<file path="src/rtl/dram_pkg.sv">
// Shared types and defaults for the FastRAM DRAM sequencer and its refresh timer.
package dram_pkg;

  localparam int REFRESH_INTERVAL_DEF = 110;  // 15.6 us at 7.09 MHz
  localparam int MAX_OWED_DEF         = 8;
  localparam int REF_RAS_CYCLES_DEF   = 2;

  localparam int OWED_W = 4;

  typedef enum logic [2:0] {
    IDLE    = 3'd0,
    ACC_RAS = 3'd1,
    ACC_CAS = 3'd2,
    ACC_PRE = 3'd3,
    REF_CAS = 3'd4,
    REF_RAS = 3'd5,
    REF_PRE = 3'd6
  } state_t;

endpackage

</file>
<file path="src/rtl/dram_refresh_scheduler_if.sv">
// Bus-side request/strobe bundle between the decode logic, the sequencer and the DRAM.
interface dram_refresh_scheduler_if;
  import dram_pkg::*;

  logic              REQ;
  logic              UDSn;
  logic              LDSn;
  logic              RWn;
  logic              RASn;
  logic              UCASn;
  logic              LCASn;
  logic              COLSEL;
  logic              MEMWn;
  logic              BUSY;
  logic [OWED_W-1:0] REF_OWED;
  logic              REF_OVERRUN;

  modport master (
    output REQ, UDSn, LDSn, RWn,
    input  RASn, UCASn, LCASn, COLSEL, MEMWn, BUSY, REF_OWED, REF_OVERRUN
  );

  modport slave (
    input  REQ, UDSn, LDSn, RWn,
    output RASn, UCASn, LCASn, COLSEL, MEMWn, BUSY, REF_OWED, REF_OVERRUN
  );

endinterface

</file>
<file path="src/rtl/refresh_timer.sv">
// Refresh interval counter plus the owed-refresh bookkeeping and sticky overrun flag.
module refresh_timer
  import dram_pkg::*;
#(
  parameter int REFRESH_INTERVAL = REFRESH_INTERVAL_DEF,
  parameter int MAX_OWED         = MAX_OWED_DEF
) (
  input  logic              CLK,
  input  logic              RESETn,
  input  logic              consume,
  output logic [OWED_W-1:0] owed,
  output logic              saturated,
  output logic              overrun
);

  localparam int CNT_W = (REFRESH_INTERVAL > 1) ? $clog2(REFRESH_INTERVAL) : 1;
  localparam logic [CNT_W-1:0]  RELOAD   = CNT_W'(REFRESH_INTERVAL - 1);
  localparam logic [OWED_W-1:0] OWED_MAX = OWED_W'(MAX_OWED);

  logic [CNT_W-1:0] interval_cnt;
  logic             tick;
  logic             dec;

  assign tick      = (interval_cnt == '0);
  assign saturated = (owed == OWED_MAX);
  assign dec       = consume && (owed != '0);

  // NOTE: sequential state uses non-blocking assignments so every register
  // samples pre-edge values regardless of block ordering.
  always_ff @(posedge CLK or negedge RESETn) begin
    if (!RESETn) begin
      interval_cnt <= RELOAD;
    end else if (tick) begin
      interval_cnt <= RELOAD;
    end else begin
      interval_cnt <= interval_cnt - 1'b1;
    end
  end

  // A tick and a consume in the same cycle cancel; a tick at the ceiling is lost and flagged.
  always_ff @(posedge CLK or negedge RESETn) begin
    if (!RESETn) begin
      owed    <= '0;
      overrun <= 1'b0;
    end else begin
      if (tick && !dec && !saturated) begin
        owed <= owed + 1'b1;
      end else if (!tick && dec) begin
        owed <= owed - 1'b1;
      end
      if (tick && saturated) begin
        overrun <= 1'b1;
      end
    end
  end

endmodule

</file>
<file path="src/rtl/dram_refresh_scheduler.sv">
// FastRAM DRAM sequencer: arbitrates CPU accesses against CAS-before-RAS refresh
// and drives registered strobes, row/column select and write enable.
module dram_refresh_scheduler
  import dram_pkg::*;
#(
  parameter int REFRESH_INTERVAL = REFRESH_INTERVAL_DEF,
  parameter int MAX_OWED         = MAX_OWED_DEF,
  parameter int REF_RAS_CYCLES   = REF_RAS_CYCLES_DEF
) (
  input logic                     CLK,
  input logic                     RESETn,
  dram_refresh_scheduler_if.slave bus
);

  localparam int RC_W = (REF_RAS_CYCLES > 1) ? $clog2(REF_RAS_CYCLES) : 1;
  localparam logic [RC_W-1:0] RAS_LOAD = RC_W'(REF_RAS_CYCLES - 1);

  state_t            state;
  logic [RC_W-1:0]   ras_cnt;
  logic              consume;
  logic [OWED_W-1:0] owed;
  logic              saturated;
  logic              overrun;

  // Owed count drops on the same edge that enters REF_PRE.
  assign consume = (state == REF_RAS) && (ras_cnt == '0);

  refresh_timer #(
    .REFRESH_INTERVAL (REFRESH_INTERVAL),
    .MAX_OWED         (MAX_OWED)
  ) u_refresh_timer (
    .CLK       (CLK),
    .RESETn    (RESETn),
    .consume   (consume),
    .owed      (owed),
    .saturated (saturated),
    .overrun   (overrun)
  );

  assign bus.REF_OWED    = owed;
  assign bus.REF_OVERRUN = overrun;

  always_ff @(posedge CLK or negedge RESETn) begin
    if (!RESETn) begin
      state      <= IDLE;
      ras_cnt    <= '0;
      bus.RASn   <= 1'b1;
      bus.UCASn  <= 1'b1;
      bus.LCASn  <= 1'b1;
      bus.MEMWn  <= 1'b1;
      bus.COLSEL <= 1'b0;
      bus.BUSY   <= 1'b0;
    end else begin
      case (state)
        IDLE: begin
          // A saturated owed count pre-empts the CPU; otherwise the CPU goes first.
          if (saturated || (!bus.REQ && owed != '0)) begin
            state     <= REF_CAS;
            bus.UCASn <= 1'b0;
            bus.LCASn <= 1'b0;
            bus.RASn  <= 1'b1;
            bus.BUSY  <= 1'b1;
          end else if (bus.REQ) begin
            state      <= ACC_RAS;
            bus.RASn   <= 1'b0;
            bus.COLSEL <= 1'b0;
            bus.BUSY   <= 1'b1;
          end
        end

        ACC_RAS: begin
          state      <= ACC_CAS;
          bus.COLSEL <= 1'b1;
        end

        ACC_CAS: begin
          if (!bus.REQ) begin
            state      <= ACC_PRE;
            bus.RASn   <= 1'b1;
            bus.UCASn  <= 1'b1;
            bus.LCASn  <= 1'b1;
            bus.MEMWn  <= 1'b1;
            bus.COLSEL <= 1'b0;
          end else begin
            // Late data strobes on writes: a CAS that has dropped stays low.
            if (!bus.UDSn) bus.UCASn <= 1'b0;
            if (!bus.LDSn) bus.LCASn <= 1'b0;
            bus.MEMWn <= bus.RWn | (bus.UDSn & bus.LDSn);
          end
        end

        ACC_PRE: begin
          state    <= IDLE;
          bus.BUSY <= 1'b0;
        end

        REF_CAS: begin
          state    <= REF_RAS;
          bus.RASn <= 1'b0;
          ras_cnt  <= RAS_LOAD;
        end

        REF_RAS: begin
          if (ras_cnt == '0) begin
            state     <= REF_PRE;
            bus.RASn  <= 1'b1;
            bus.UCASn <= 1'b1;
            bus.LCASn <= 1'b1;
          end else begin
            ras_cnt <= ras_cnt - 1'b1;
          end
        end

        REF_PRE: begin
          state    <= IDLE;
          bus.BUSY <= 1'b0;
        end

        default: begin
          state      <= IDLE;
          bus.RASn   <= 1'b1;
          bus.UCASn  <= 1'b1;
          bus.LCASn  <= 1'b1;
          bus.MEMWn  <= 1'b1;
          bus.COLSEL <= 1'b0;
          bus.BUSY   <= 1'b0;
        end
      endcase
    end
  end

endmodule

</file>
<file path="src/flat_wrapper.sv">
// flat-port wrapper written by rule: the top's interface ports become plain ports
module dram_refresh_scheduler_flat import dram_pkg::*;
#(
  parameter int REFRESH_INTERVAL = REFRESH_INTERVAL_DEF,
  parameter int MAX_OWED         = MAX_OWED_DEF,
  parameter int REF_RAS_CYCLES   = REF_RAS_CYCLES_DEF
)
  (CLK, RESETn, bus_REQ, bus_UDSn, bus_LDSn, bus_RWn, bus_RASn, bus_UCASn, bus_LCASn, bus_COLSEL, bus_MEMWn, bus_BUSY, bus_REF_OWED, bus_REF_OVERRUN);
  dram_refresh_scheduler_if bus_i ();
  input logic CLK;
  input logic RESETn;
  input wire logic [$bits(bus_i.REQ)-1:0] bus_REQ;
  input wire logic [$bits(bus_i.UDSn)-1:0] bus_UDSn;
  input wire logic [$bits(bus_i.LDSn)-1:0] bus_LDSn;
  input wire logic [$bits(bus_i.RWn)-1:0] bus_RWn;
  output wire logic [$bits(bus_i.RASn)-1:0] bus_RASn;
  output wire logic [$bits(bus_i.UCASn)-1:0] bus_UCASn;
  output wire logic [$bits(bus_i.LCASn)-1:0] bus_LCASn;
  output wire logic [$bits(bus_i.COLSEL)-1:0] bus_COLSEL;
  output wire logic [$bits(bus_i.MEMWn)-1:0] bus_MEMWn;
  output wire logic [$bits(bus_i.BUSY)-1:0] bus_BUSY;
  output wire logic [$bits(bus_i.REF_OWED)-1:0] bus_REF_OWED;
  output wire logic [$bits(bus_i.REF_OVERRUN)-1:0] bus_REF_OVERRUN;
  assign bus_i.REQ = bus_REQ;
  assign bus_i.UDSn = bus_UDSn;
  assign bus_i.LDSn = bus_LDSn;
  assign bus_i.RWn = bus_RWn;
  assign bus_RASn = bus_i.RASn;
  assign bus_UCASn = bus_i.UCASn;
  assign bus_LCASn = bus_i.LCASn;
  assign bus_COLSEL = bus_i.COLSEL;
  assign bus_MEMWn = bus_i.MEMWn;
  assign bus_BUSY = bus_i.BUSY;
  assign bus_REF_OWED = bus_i.REF_OWED;
  assign bus_REF_OVERRUN = bus_i.REF_OVERRUN;
  dram_refresh_scheduler #(.REFRESH_INTERVAL(REFRESH_INTERVAL), .MAX_OWED(MAX_OWED), .REF_RAS_CYCLES(REF_RAS_CYCLES)) u_core (.CLK(CLK), .RESETn(RESETn), .bus(bus_i));
endmodule
</file>
<file path="config.mk">
export PLATFORM = sky130hd
export DESIGN_NAME = dram_refresh_scheduler_flat
export DESIGN_NICKNAME = d
export VERILOG_FILES = /design/src/rtl/dram_pkg.sv /design/src/rtl/dram_refresh_scheduler_if.sv /design/src/rtl/refresh_timer.sv /design/src/rtl/dram_refresh_scheduler.sv /design/src/flat_wrapper.sv
export SDC_FILE = /design/constraint.sdc
export NUM_CORES = 1
export LEC_CHECK = 0
export BUFFER_PORTS_ARGS = -buffer_cell sky130_fd_sc_hd__buf_2
export CAP_MARGIN = 20
export CORE_MARGIN = 2
export CORE_UTILIZATION = 60
export CTS_CLUSTER_DIAMETER = 80
export DETAILED_ROUTE_END_ITERATION = 10
export PLACE_DENSITY = 0.93
export SETUP_SLACK_MARGIN = 0.3
export SYNTH_ARGS = -nofsm -noshare
export SYNTH_HDL_FRONTEND = slang
export SYNTH_SLANG_ARGS = --single-unit
</file>
<file path="constraint.sdc">
create_clock -name CLK -period 6.95 [get_ports CLK]
set_input_delay 1.0425 -clock CLK [delete_from_list [all_inputs] [get_ports CLK]]
set_output_delay 1.0425 -clock CLK [all_outputs]
set_load 0.02 [all_outputs]
</file>
==> results.txt, run 1 <==
----------------------------------------------------
[Final layout]
  Layout cell share with drive strength beyond 1 ... 26.5%
  Commonest non-fill, non-tap cells in the layout ... 16 x buf_2, 13 x dfrtp_1, 12 x o21ai_0, 11 x nand2_1, 10 x a21oi_1
  FILL cells ... 180
  Antenna diode count ... 0
  Combined area of the multi-input logic cells ... 722 sq um
  Synthesis-to-layout area growth ... 9.62%
  Most frequent standard cell in the layout excluding fill and tap cells ... buf_2
  Post-layout nets ... 164
  Flip-flop and latch area ... 562 sq um
  Final design utilization ... 67.7%

[Routing]
  Detail-routed net length per standard cell ... 15.7 um
  Total detailed-routing wirelength ... 2820 um
  Average vias per placed instance ... 6.26
  First-pass iteration count of the detailed router ... 4
  Number of design rule violations left after detail routing ... 0
  Detail Route Antenna Nets ... 0
  Total number of vias ... 1120
  Initial detailed-routing violation count ... 27

[CTS]
  Post-CTS sizing ... 0
  CTS tree ... yes
  CTS clk-pin slew, worst paths ... 0.12 ns
  Postcts setup bufs ... 0
  Max Root-Sink Buffers ... 2
  CTS root buf ... clkbuf_4
  Clock latency on the worst-skew pair ... 0.31 ns
  Number of buffers created by CTS ... 3
  Number of sinks on the clock net ... 22
  Maximum level of the CTS H-tree ... 1
  Number of hold buffers added after cts ... 0

[Setup path]
  CP top delay family ... compound AO/OA/AOI/OAI gates
  Reg-to-reg startpoint ... u_core.state[1]$_DFFE_PN0P_
  Crit path cell chain ... or4bb_1, o21ai_1, or2_2, ha_1, a21oi_1, a21oi_1, a22oi_1, o2111ai_1
  End of the worst register-to-register path ... u_core.u_refresh_timer.owed[3]$_DFFE_PN0P_
  R2R setup slack ... 4.34 ns
  WP data required ... 7.14 ns
  Beginning of the critical path ... u_core.state[1]$_DFFE_PN0P_
  Count of buffer and inverter cells on the critical path ... 0
  Delay contributed by the slowest stage of the critical path ... 0.62 ns
  Cell repeated most along the worst path ... a21oi_1
  Critical path startpoint category ... flip-flop
  Slowest-stage cell, CP ... or4bb_1
  Highest net fanout along the worst path ... 20
  Critical path depth ... 8
  Worst setup path class ... reg2reg
  Capturing instance or port of the critical path ... u_core.u_refresh_timer.owed[3]$_DFFE_PN0P_
  Crit path DAT ... 2.80 ns
  Kind of capture point of the worst setup path ... flip-flop
  Path depth of the worst reg2reg path ... 8

[STA]
  Post-route fraction of the period consumed by the critical path ... 37.6%
  Timing-limited maximum frequency ... 383 MHz
  Headroom to the max-slew limit ... 63.8%
  RSZ-0062 raised after global routing ... false
  Worst-margin pin slew ... 0.544 ns
  Count of final max-slew check failures ... 0
  Fin Clk Skew ... 0.00288 ns
  Final setup violation count ... 0
  Final hold vios ... 0
  Final critical-path required period ... 2.61 ns
  Accumulated negative setup slack ... 0 ns
  Minimum hold slack ... 0.473 ns

[Floorplanning]
  Standard-cell row count ... 17
  Die W ... 51.3 um
  Overall die area ... 0.00263 sq mm
  Vert. Die Dim ... 51.3 um
  Starting utilization of the core area ... 61.8%
  Top Ports ... 17
  Placeable core region ... 0.00217 sq mm

[Pwr]
  Overall Power ... 0.000606 W
  Maximum resistive drop on vdd ... 231 uV
  Sw power ... 0.000274 W
  Total internal power ... 0.000332 W
  Net switching share of the total power ... 45.2%
  Static Leakage ... 0.624 nW
  Part of the total power dissipated in sequential elements ... 40.4%
  Clock network fraction of design power ... 11.7%
  Power Density ... 413 mW/mm^2
  Combinational group share of total power ... 47.9%

[Global routing]
  Remaining global-route overflow ... 0
  Initial antenna violation count ... 0
  Most crowded layer after global routing ... met2
  Met3 Use GR ... 4.09%
  Global-route usage over all layers ... 24.1%
  Global-route track usage on met1 ... 29.2%
  Met2 GRT Util ... 42.4%
  Global-route wire length before repair ... 4740 um
  Pin count of the biggest net entering global routing ... 23
  Via count of the first global-routing pass ... 1069

[Yosys]
  Synth Cell Area ... 0.00134 sq mm
  Post-Synthesis Mean Instance Area ... 9.78 sq um
  Total of warnings raised by yosys ... 0
  Top FF cell, synth ... dfrtp_1
  Yosys cell types ... 46
  Number of flops mapped to enable cells by yosys ... 0
  Post-Syn Nets ... 149
  Async SR Flop Fraction ... 100%
  Gate Count Post-Synth ... 137
  Sequential fraction of the synthesis area ... 41.9%
  Number of synthesized register bits ... 22

[Outcome]
  Outcome ... finished, final reports clean

[Min path]
  Hold Crit Class ... reg2reg
  Launch instance of the worst min-delay path ... u_core.u_refresh_timer.interval_cnt[0]$_DFF_PN1_

[Placement]
  Number of port buffers ... 16
  Post-detailed-placement half-perimeter wirelength ... 1990 um
  RePlAce Congestion ... 0.825

[Flow run]
  MaxCap Viol Count ... 0

----------------------------------------------------
-- kinds of logic after synthesis --
kind of cell | synth area share, %
multiplexers | 3.36
flip-flops | 41.9
buffers and inverters | 4.20
XOR/XNOR | 3.27
AND/OR/NAND/NOR | 19.2
AO/OA/AOI/OAI | 21.1
adder cells (fa/ha/maj) | 6.91
-- final cells by class --
class                      count  share of cell area (%)
clock buffer                   4                    2.47
tap                           28                    2.39
multi-input combinational    100                    49.1
inverter                       9                    2.30
timing repair buffer          16                    5.45
sequential                    22                    38.2
-- routing by layer --
layer  routed length [um]  up-vias
met5                    0        -
met4                   40        0
met3                  111        6
met2                 1460       33
met1                 1210      544
li1                     -      537
-- worst register-to-register path: stages (launching register included) --
cell and delay (ns):
dfrtp_1 0.60, or4bb_1 0.62, o21ai_1 0.18, or2_2 0.17
ha_1 0.26, a21oi_1 0.23, a21oi_1 0.11, a22oi_1 0.21
o2111ai_1 0.12
-- through the flow --
stage | worst slack, ns | cells | instance area, sq um
detailed placement | 4.40 | 175 | 1430
floorplan | 4.51 | 137 | 1340
global route | 4.19 | 179 | 1470
CTS | 4.38 | 179 | 1470
global placement | 4.48 | 175 | 1430
finish | 4.34 | 179 | 1470
-- worst min-delay path by stage --
stage                                                                   to  slack [ns]  depth (start not counted)
after detailed placement  u_core.u_refresh_timer.interval_cnt[0]$_DFF_PN1_        0.44                          1
after global routing      u_core.u_refresh_timer.interval_cnt[0]$_DFF_PN1_        0.50                          1
after CTS                 u_core.u_refresh_timer.interval_cnt[0]$_DFF_PN1_        0.47                          1
final                     u_core.u_refresh_timer.interval_cnt[0]$_DFF_PN1_        0.47                          1
after floorplan           u_core.u_refresh_timer.interval_cnt[0]$_DFF_PN1_        0.43                          1
after global placement    u_core.u_refresh_timer.interval_cnt[0]$_DFF_PN1_        0.44                          1
-- cell usage after synthesis (all sizes together), types with 2 or more instances --
| library cell | instances | area [sq um] |
|---|---|---|
| dfrtp | 13 | 325 |
| o21ai | 13 | 65.1 |
| nand2 | 11 | 41.3 |
| a21oi | 10 | 50.1 |
| dfstp | 9 | 236 |
| inv | 9 | 33.8 |
| nand3 | 7 | 47.6 |
| clkbuf | 6 | 22.5 |
| ha | 5 | 62.6 |
| nor2 | 4 | 15.0 |
| mux2 | 3 | 45.0 |
| nand2b | 3 | 18.8 |
| nor3 | 3 | 15.0 |
| o31ai | 3 | 22.5 |
| xnor2 | 3 | 26.3 |
| a211oi | 2 | 15.0 |
| a22oi | 2 | 15.0 |
| and3 | 2 | 15.0 |
| and4 | 2 | 17.5 |
| o211ai | 2 | 15.0 |
| xor2 | 2 | 17.5 |
-- registers in the layout (all words and copies together) (netlist names) --
signal	flops
u_core.bus.BUSY	1
u_core.bus.COLSEL	1
u_core.bus.LCASn	1
u_core.bus.MEMWn	1
u_core.bus.RASn	1
u_core.bus.UCASn	1
u_core.ras_cnt	1
u_core.state	3
u_core.u_refresh_timer.interval_cnt	7
u_core.u_refresh_timer.overrun	1
u_core.u_refresh_timer.owed	4
-- power by group through the flow --
stage / registers (W) / clock network (W) / logic (W)
after floorplan: 0.000248 / 0 / 0.000206
after global placement: 0.000241 / 0 / 0.000270
after detailed placement: 0.000246 / 0 / 0.000284
after CTS: 0.000244 / 0.0000723 / 0.000289
after global routing: 0.000255 / 0.0000767 / 0.000322
final: 0.000245 / 0.0000707 / 0.000290
Power figures use the tool's default switching activity.
==> run 2: changes to the inputs <==
--- a/config.mk
+++ b/config.mk
@@ -8,10 +8,10 @@
 export BUFFER_PORTS_ARGS = -buffer_cell sky130_fd_sc_hd__buf_2
 export CAP_MARGIN = 20
 export CORE_MARGIN = 2
-export CORE_UTILIZATION = 60
+export CORE_UTILIZATION = 51
 export CTS_CLUSTER_DIAMETER = 80
 export DETAILED_ROUTE_END_ITERATION = 10
-export PLACE_DENSITY = 0.93
+export PLACE_DENSITY = 0.85
 export SETUP_SLACK_MARGIN = 0.3
 export SYNTH_ARGS = -nofsm -noshare
 export SYNTH_HDL_FRONTEND = slang
==> constraint.sdc (replaced) <==
create_clock -name CLK -period 2.4 [get_ports CLK]
set_input_delay 0.36 -clock CLK [delete_from_list [all_inputs] [get_ports CLK]]
set_output_delay 0.36 -clock CLK [all_outputs]
set_load 0.02 [all_outputs]
==> results.txt, run 2 (synthesis gave the netlist of run 1 again) <==
----------------------------------------------------
[Final layout]
  Flip-flop and latch area ... 566 sq um (+0.67%)
  Antenna diode count ... 0 (unchanged)
  Final design utilization ... 68.0% (+0.33 points)
  Final design area excluding fillers ... 0.00169 sq mm (+15%)
  Layout cell share with drive strength beyond 1 ... 41.8% (+15 points)
  Commonest non-fill, non-tap cells in the layout ... 19 x buf_4, 16 x buf_2, 12 x o21ai_0, 10 x nand2_1, 10 x dfrtp_1
  Combined area of the multi-input logic cells ... 800 sq um (+11%)
  Most frequent standard cell in the layout excluding fill and tap cells ... buf_4
  Synthesis-to-layout area growth ... 25.8%
  Biggest register ... u_core.u_refresh_timer.interval_cnt
  FILL cells ... 185 (+2.8%)
  Largest register FFs ... 7 (unchanged)
  Biggest regs ... u_core.u_refresh_timer.interval_cnt x7, u_core.u_refresh_timer.owed x4, u_core.state x3
  Post-layout nets ... 183 (+12%)

[STA]
  Fin Clk Skew ... 0.00917 ns (+0.00629 ns)
  Accumulated negative setup slack ... 0 ns (unchanged)
  Post-route fraction of the period consumed by the critical path ... 91.8% (+54 points)
  Final setup violation count ... 0 (unchanged)
  Minimum hold slack ... -0.0200 ns (-0.493 ns)
  Timing-limited maximum frequency ... 454 MHz (+18%)
  Count of final max-slew check failures ... 0 (unchanged)
  RSZ-0062 raised after global routing ... true
  Final hold vios ... 13 (+13)
  Final critical-path required period ... 2.20 ns (-0.406 ns)
  Headroom to the max-slew limit ... 67.0% (+3.3 points)
  Post-route setup slack ... 0.196 ns (-4.14 ns)
  Worst-margin pin slew ... 0.495 ns (-0.0489 ns)

[Setup path]
  Delay contributed by the slowest stage of the critical path ... 0.56 ns (-0.06 ns)
  Critical path startpoint category ... flip-flop
  Crit path DAT ... 2.40 ns (-0.40 ns)
  Kind of capture point of the worst setup path ... flip-flop
  Crit path cell chain ... or4bb_4, o21ai_4, or2_4, ha_4, a21oi_4, a21oi_2, a22oi_1, o2111ai_1
  Worst setup path class ... reg2reg
  WP data required ... 2.60 ns (-4.54 ns)
  Slowest-stage cell, CP ... or4bb_4
  Highest net fanout along the worst path ... 3 (-85%)
  Path depth of the worst reg2reg path ... 8 (unchanged)

[CTS]
  Number of sinks on the clock net ... 22 (unchanged)
  Max Root-Sink Buffers ... 2 (unchanged)
  Number of buffers created by CTS ... 3 (unchanged)
  Clock latency on the worst-skew pair ... 0.32 ns (about the same)
  Maximum level of the CTS H-tree ... 1 (unchanged)
  CTS tree ... yes
  CTS clk-pin slew, worst paths ... 0.13 ns (about the same)
  CTS root buf ... clkbuf_4

[Pwr]
  Maximum resistive drop on vdd ... 855 uV (+270%)
  Overall Power ... 0.00208 W (+240%)
  Static Leakage ... 0.726 nW (+16%)
  Power Density ... 1230 mW/mm^2 (+200%)

[Global routing]
  Remaining global-route overflow ... 0 (unchanged)
  Initial antenna violation count ... 0 (unchanged)
  Global-route usage over all layers ... 22.1% (-2.1 points)
  Global-route wire length before repair ... 5380 um (+14%)
  Via count of the first global-routing pass ... 1151 (+7.7%)
  Pin count of the biggest net entering global routing ... 23 (unchanged)

[Flow run]
  MaxCap Viol Count ... 0 (unchanged)

[Floorplanning]
  Overall die area ... 0.00305 sq mm (+16%)
  Die W ... 55.3 um (+7.8%)
  Top Ports ... 17 (unchanged)
  Vert. Die Dim ... 55.3 um (+7.8%)
  Starting utilization of the core area ... 54.1% (-7.7 points)
  Placeable core region ... 0.00248 sq mm (+14%)
  Standard-cell row count ... 18 (+1)

[Placement]
  RePlAce Congestion ... 0.775 (-6.0%)
  Worst slack at placement ... 0.152 ns (-4.24 ns)
  Dpl cell area ... 0.00151 sq mm (+5.2%)
  Number of port buffers ... 16 (unchanged)
  Post-detailed-placement half-perimeter wirelength ... 2170 um (+9.3%)

[Routing]
  First-pass iteration count of the detailed router ... 7 (+3)
  Initial detailed-routing violation count ... 45 (+67%)
  Detail-routed net length per standard cell ... 16.3 um (+3.7%)
  Number of design rule violations left after detail routing ... 0 (unchanged)
  Average vias per placed instance ... 6.16 (-1.6%)
  Detail Route Antenna Nets ... 0 (unchanged)
  Total detailed-routing wirelength ... 3260 um (+16%)
  Total number of vias ... 1231 (+9.9%)

[Outcome]
  Violations in the final reports ... hold timing
  Outcome ... complete, but fails checks

[Min path]
  Hold Crit Class ... in2async

----------------------------------------------------
==> run 2: layer usage <==
layer | vias up | part of all wire, % | track usage (%)
met1 | 609 | 45 | 31.1
li1 | 571 | - | -
met2 | 45 | 48 | 34.5
met3 | 6 | 5.1 | 3.75
met5 | - | 0 | 0
met4 | 0 | 1.6 | 7.32
==> run 2: repair_timing <==
action / 4_1_cts / 5_1_grt
setup buffers: 11 / 3
pin swaps: 6 / 4
hold endpoints to repair: 0 / 0
hold buffers: 0 / 0
setup endpoints to repair: 3 / 4
resized for setup: 7 / 4
==> run 2: final timing paths <==
| check | slack (ns) | endpoint | start |
|---|---|---|---|
| max in group asynchronous | 2.06 | u_core.u_refresh_timer.interval_cnt[3]$_DFF_PN1_ | RESETn |
| setup / recovery | 0.20 | u_core.u_refresh_timer.owed[3]$_DFFE_PN0P_ | u_core.ras_cnt$_DFFE_PN0P_ |
| min in group CLK | 0.32 | u_core.bus.MEMWn$_DFFE_PN1N_ | bus_REQ |
| hold / removal | -0.02 | u_core.bus.COLSEL$_DFFE_PN0P_ | RESETn |
| hold reg to reg | 0.47 | u_core.u_refresh_timer.interval_cnt[0]$_DFF_PN1_ | u_core.u_refresh_timer.interval_cnt[0]$_DFF_PN1_ |
| setup reg to reg | 0.20 | u_core.u_refresh_timer.owed[3]$_DFFE_PN0P_ | u_core.ras_cnt$_DFFE_PN0P_ |
==> run 2: area by class of cell <==
cell class                 count  area share [%]
inverter                       9            2.00
timing repair buffer          35            13.2
clock buffer                   4            1.56
multi-input combinational    100            47.4
tap                           30            2.23
sequential                    22            33.6
==> run 2: power breakdown <==
group / total, W / internal (W) / switching, W
logic: 0.00130 / 0.000576 / 0.000722
registers: 0.000597 / 0.000516 / 0.0000808
clock network: 0.000186 / 0.0000651 / 0.000121
total: 0.00208 / 0.00116 / 0.000924
==> run 2: worst max-delay path, delay by kind of cell (launching register included) <==
kind / cells / cell delay (ns)
and+or+nand+nor: 2 / 0.73
DFF: 1 / 0.41
AOI/OAI and AO/OA: 5 / 0.71
adders and majority gates: 1 / 0.22
==> run 2: stage by stage <==
stage / instances / hold WS [ns]
3_5_place_dp: 182 / 0.354
6_report: 200 / -0.0200
4_1_cts: 197 / 0.00745
3_3_place_gp: 182 / 0.341
2_1_floorplan: 137 / 0.0644
5_1_grt: 200 / 0.00182
==> run 3: changes to the inputs <==
--- a/config.mk
+++ b/config.mk
@@ -5,12 +5,10 @@
 export SDC_FILE = /design/constraint.sdc
 export NUM_CORES = 1
 export LEC_CHECK = 0
-export BUFFER_PORTS_ARGS = -buffer_cell sky130_fd_sc_hd__buf_2
-export CAP_MARGIN = 20
-export CORE_MARGIN = 2
-export CORE_UTILIZATION = 51
+export CORE_UTILIZATION = 56
 export CTS_CLUSTER_DIAMETER = 80
 export DETAILED_ROUTE_END_ITERATION = 10
+export DONT_BUFFER_PORTS = 1
 export PLACE_DENSITY = 0.85
 export SETUP_SLACK_MARGIN = 0.3
 export SYNTH_ARGS = -nofsm -noshare
==> results.txt, run 3 (synthesis gave the netlist of run 1 again) <==
----------------------------------------------------
[Floorplanning]
  Starting utilization of the core area ... 60.0% (+5.9 points)
  Top Ports ... 17 (unchanged)
  Die W ... 50.9 um (-7.9%)
  Vert. Die Dim ... 50.9 um (-7.9%)
  Overall die area ... 0.00259 sq mm (-15%)
  Placeable core region ... 0.00223 sq mm (-9.8%)
  Standard-cell row count ... 17 (-1)

[Setup path]
  Highest net fanout along the worst path ... 8 (+5)
  Kind of capture point of the worst setup path ... flip-flop
  Delay contributed by the slowest stage of the critical path ... 0.58 ns (+0.02 ns)
  Count of buffer and inverter cells on the critical path ... 1 (+1)
  End of the worst register-to-register path ... u_core.u_refresh_timer.owed[1]$_DFFE_PN0P_
  CP top delay family ... simple AND/OR/NAND/NOR gates
  R2R setup slack ... 0.13 ns (-0.06 ns)
  Crit path cell chain ... or4b_4, o21ai_4, or2_4, buf_4, fa_2, mux2_4
  Reg-to-reg startpoint ... u_core.u_refresh_timer.owed[1]$_DFFE_PN0P_
  WP data required ... 2.61 ns (about the same)
  Critical path startpoint category ... flip-flop
  Worst setup path class ... reg2reg
  Path depth of the worst reg2reg path ... 6 (-2)
  Crit path DAT ... 2.48 ns (+0.08 ns)
  Slowest-stage cell, CP ... or4b_4

[STA]
  Headroom to the max-slew limit ... 34.7% (-32 points)
  Final hold vios ... 0 (-13)
  Final setup violation count ... 0 (unchanged)
  Fin Clk Skew ... 0.0104 ns (+0.00121 ns)
  Minimum hold slack ... 0.114 ns (+0.134 ns)
  Count of final max-slew check failures ... 0 (unchanged)
  Timing-limited maximum frequency ... 441 MHz (-2.7%)
  Final critical-path required period ... 2.27 ns (+0.0622 ns)
  Post-route fraction of the period consumed by the critical path ... 94.4% (+2.6 points)
  Accumulated negative setup slack ... 0 ns (unchanged)
  RSZ-0062 raised after global routing ... true
  Worst-margin pin slew ... 0.976 ns (+0.481 ns)

[Final layout]
  Combined area of the multi-input logic cells ... 795 sq um (-0.63%)
  Layout cell share with drive strength beyond 1 ... 34.0% (-7.8 points)
  Post-layout nets ... 166 (-9.3%)
  Commonest non-fill, non-tap cells in the layout ... 17 x buf_4, 12 x o21ai_0, 11 x nand2_1, 11 x dfrtp_1
  Final Non-Filler Cells ... 181 (-9.5%)
  Largest register FFs ... 7 (unchanged)
  Antenna diode count ... 0 (unchanged)
  Biggest register ... u_core.u_refresh_timer.interval_cnt
  Biggest regs ... u_core.u_refresh_timer.interval_cnt x7, u_core.u_refresh_timer.owed x4, u_core.state x3
  FILL cells ... 149 (-19%)
  Flip-flop and latch area ... 564 sq um (-0.22%)
  Most frequent standard cell in the layout excluding fill and tap cells ... buf_4
  Synthesis-to-layout area growth ... 20.7%

[CTS]
  CTS tree ... yes
  CTS root buf ... clkbuf_4
  Max Root-Sink Buffers ... 2 (unchanged)
  Number of sinks on the clock net ... 22 (unchanged)
  Number of buffers created by CTS ... 3 (unchanged)
  Maximum level of the CTS H-tree ... 1 (unchanged)
  Clock latency on the worst-skew pair ... 0.32 ns (about the same)
  CTS clk-pin slew, worst paths ... 0.13 ns (about the same)

[Flow run]
  MaxCap Viol Count ... 0 (unchanged)

[Routing]
  Initial detailed-routing violation count ... 56 (+24%)
  Total number of vias ... 1160 (-5.8%)
  Total detailed-routing wirelength ... 3300 um (+1.1%)
  Detail-routed net length per standard cell ... 18.2 um (+12%)
  Detail Route Antenna Nets ... 0 (unchanged)
  Average vias per placed instance ... 6.41 (+4.1%)
  First-pass iteration count of the detailed router ... 4 (-3)
  Number of design rule violations left after detail routing ... 0 (unchanged)

[Pwr]
  Maximum resistive drop on vdd ... 701 uV (-18%)
  Net switching share of the total power ... 43.6% (-0.80 points)
  Sw power ... 0.000906 W (-1.9%)
  Total internal power ... 0.00117 W (+1.3%)
  Combinational group share of total power ... 51.5% (-11 points)
  Part of the total power dissipated in sequential elements ... 34.6% (+5.9 points)
  Static Leakage ... 0.669 nW (-7.9%)
  Clock network fraction of design power ... 13.9% (+5.0 points)
  Power Density ... 1280 mW/mm^2 (+4.1%)

[Min path]
  Number of instances on the worst hold path ... 1
  Launch instance of the worst min-delay path ... bus_REQ
  Hold Crit Class ... in2reg
  End point of the worst hold path ... u_core.bus.MEMWn$_DFFE_PN1N_

[Outcome]
  Outcome ... finished, final reports clean

[Global routing]
  Initial antenna violation count ... 0 (unchanged)
  Pin count of the biggest net entering global routing ... 23 (unchanged)
  Global-route usage over all layers ... 26.8% (+4.7 points)
  Remaining global-route overflow ... 0 (unchanged)
  Via count of the first global-routing pass ... 1164 (+1.1%)
  Global-route wire length before repair ... 5150 um (-4.4%)

[Placement]
  Placed cell count ... 167 (-8.2%)
  Number of port buffers ... 0 (-16)
  RePlAce Congestion ... 0.831 (+7.3%)
  Post-detailed-placement half-perimeter wirelength ... 2170 um (about the same)

----------------------------------------------------
-- run 3: stage by stage --
| stage | area [sq um] | total power, W | setup slack (ns) | utilization, % |
|---|---|---|---|---|
| finish | 1620 | 0.00208 | 0.134 | 72.4 |
| detailed placement | 1450 | 0.00160 | 0.123 | 64.8 |
| global placement | 1450 | 0.00154 | 0.246 | 64.8 |
| CTS | 1560 | 0.00196 | 0.115 | 69.8 |
| global route | 1620 | 0.00220 | 0.0714 | 72.4 |
| floorplan | 1370 | 0.00135 | 0.272 | - |
-- run 3: per-layer routing --
layer	vias to the layer above	track usage [%]	wire length (um)
met5	-	0	0
met4	0	13.9	72
met3	11	5.06	202
met2	56	43.9	1650
met1	556	33.3	1370
li1	537	-	-
-- run 3: cell type report --
cell class                      count  area share (%)
Clock buffer                        3            1.39
Clock inverter                      1            1.86
Inverter                            9            2.09
Multi-Input combinational cell    100            49.1
Sequential cell                    22            34.9
Tap cell                           28            2.17
Timing Repair Buffer               18            8.51
-- run 3: timing repair --
item / 4_1_cts / 5_1_grt
gates cloned: 0 / 0
pin swaps: 6 / 7
setup endpoints to repair: 3 / 3
endpoints found under the hold margin: 22 / 0
hold buffers: 1 / 0
buffers inserted: 3 / 6
gates resized for setup: 5 / 3
-- run 3: power by group through the flow --
stage / Sequential [W] / Clock (W) / Combinational, W
CTS: 0.000719 / 0.000291 / 0.000951
detailed placement: 0.000726 / 0 / 0.000877
floorplan: 0.000730 / 0 / 0.000624
global route: 0.000734 / 0.000303 / 0.00116
finish: 0.000719 / 0.000289 / 0.00107
global placement: 0.000714 / 0 / 0.000825
-- run 3: worst max-delay path by stage --
stage / start / endpoint / slack [ns] / cells past startpoint
CTS: u_core.u_refresh_timer.owed[1]$_DFFE_PN0P_ / u_core.u_refresh_timer.owed[2]$_DFFE_PN0P_ / 0.12 / 7
detailed placement: u_core.u_refresh_timer.owed[1]$_DFFE_PN0P_ / u_core.u_refresh_timer.owed[3]$_DFFE_PN0P_ / 0.12 / 8
floorplan: u_core.u_refresh_timer.owed[0]$_DFFE_PN0P_ / u_core.u_refresh_timer.owed[3]$_DFFE_PN0P_ / 0.27 / 8
global placement: u_core.u_refresh_timer.owed[1]$_DFFE_PN0P_ / u_core.u_refresh_timer.owed[3]$_DFFE_PN0P_ / 0.25 / 8
global route: u_core.u_refresh_timer.owed[1]$_DFFE_PN0P_ / u_core.u_refresh_timer.owed[3]$_DFFE_PN0P_ / 0.07 / 8
finish: u_core.u_refresh_timer.owed[1]$_DFFE_PN0P_ / u_core.u_refresh_timer.owed[1]$_DFFE_PN0P_ / 0.13 / 6
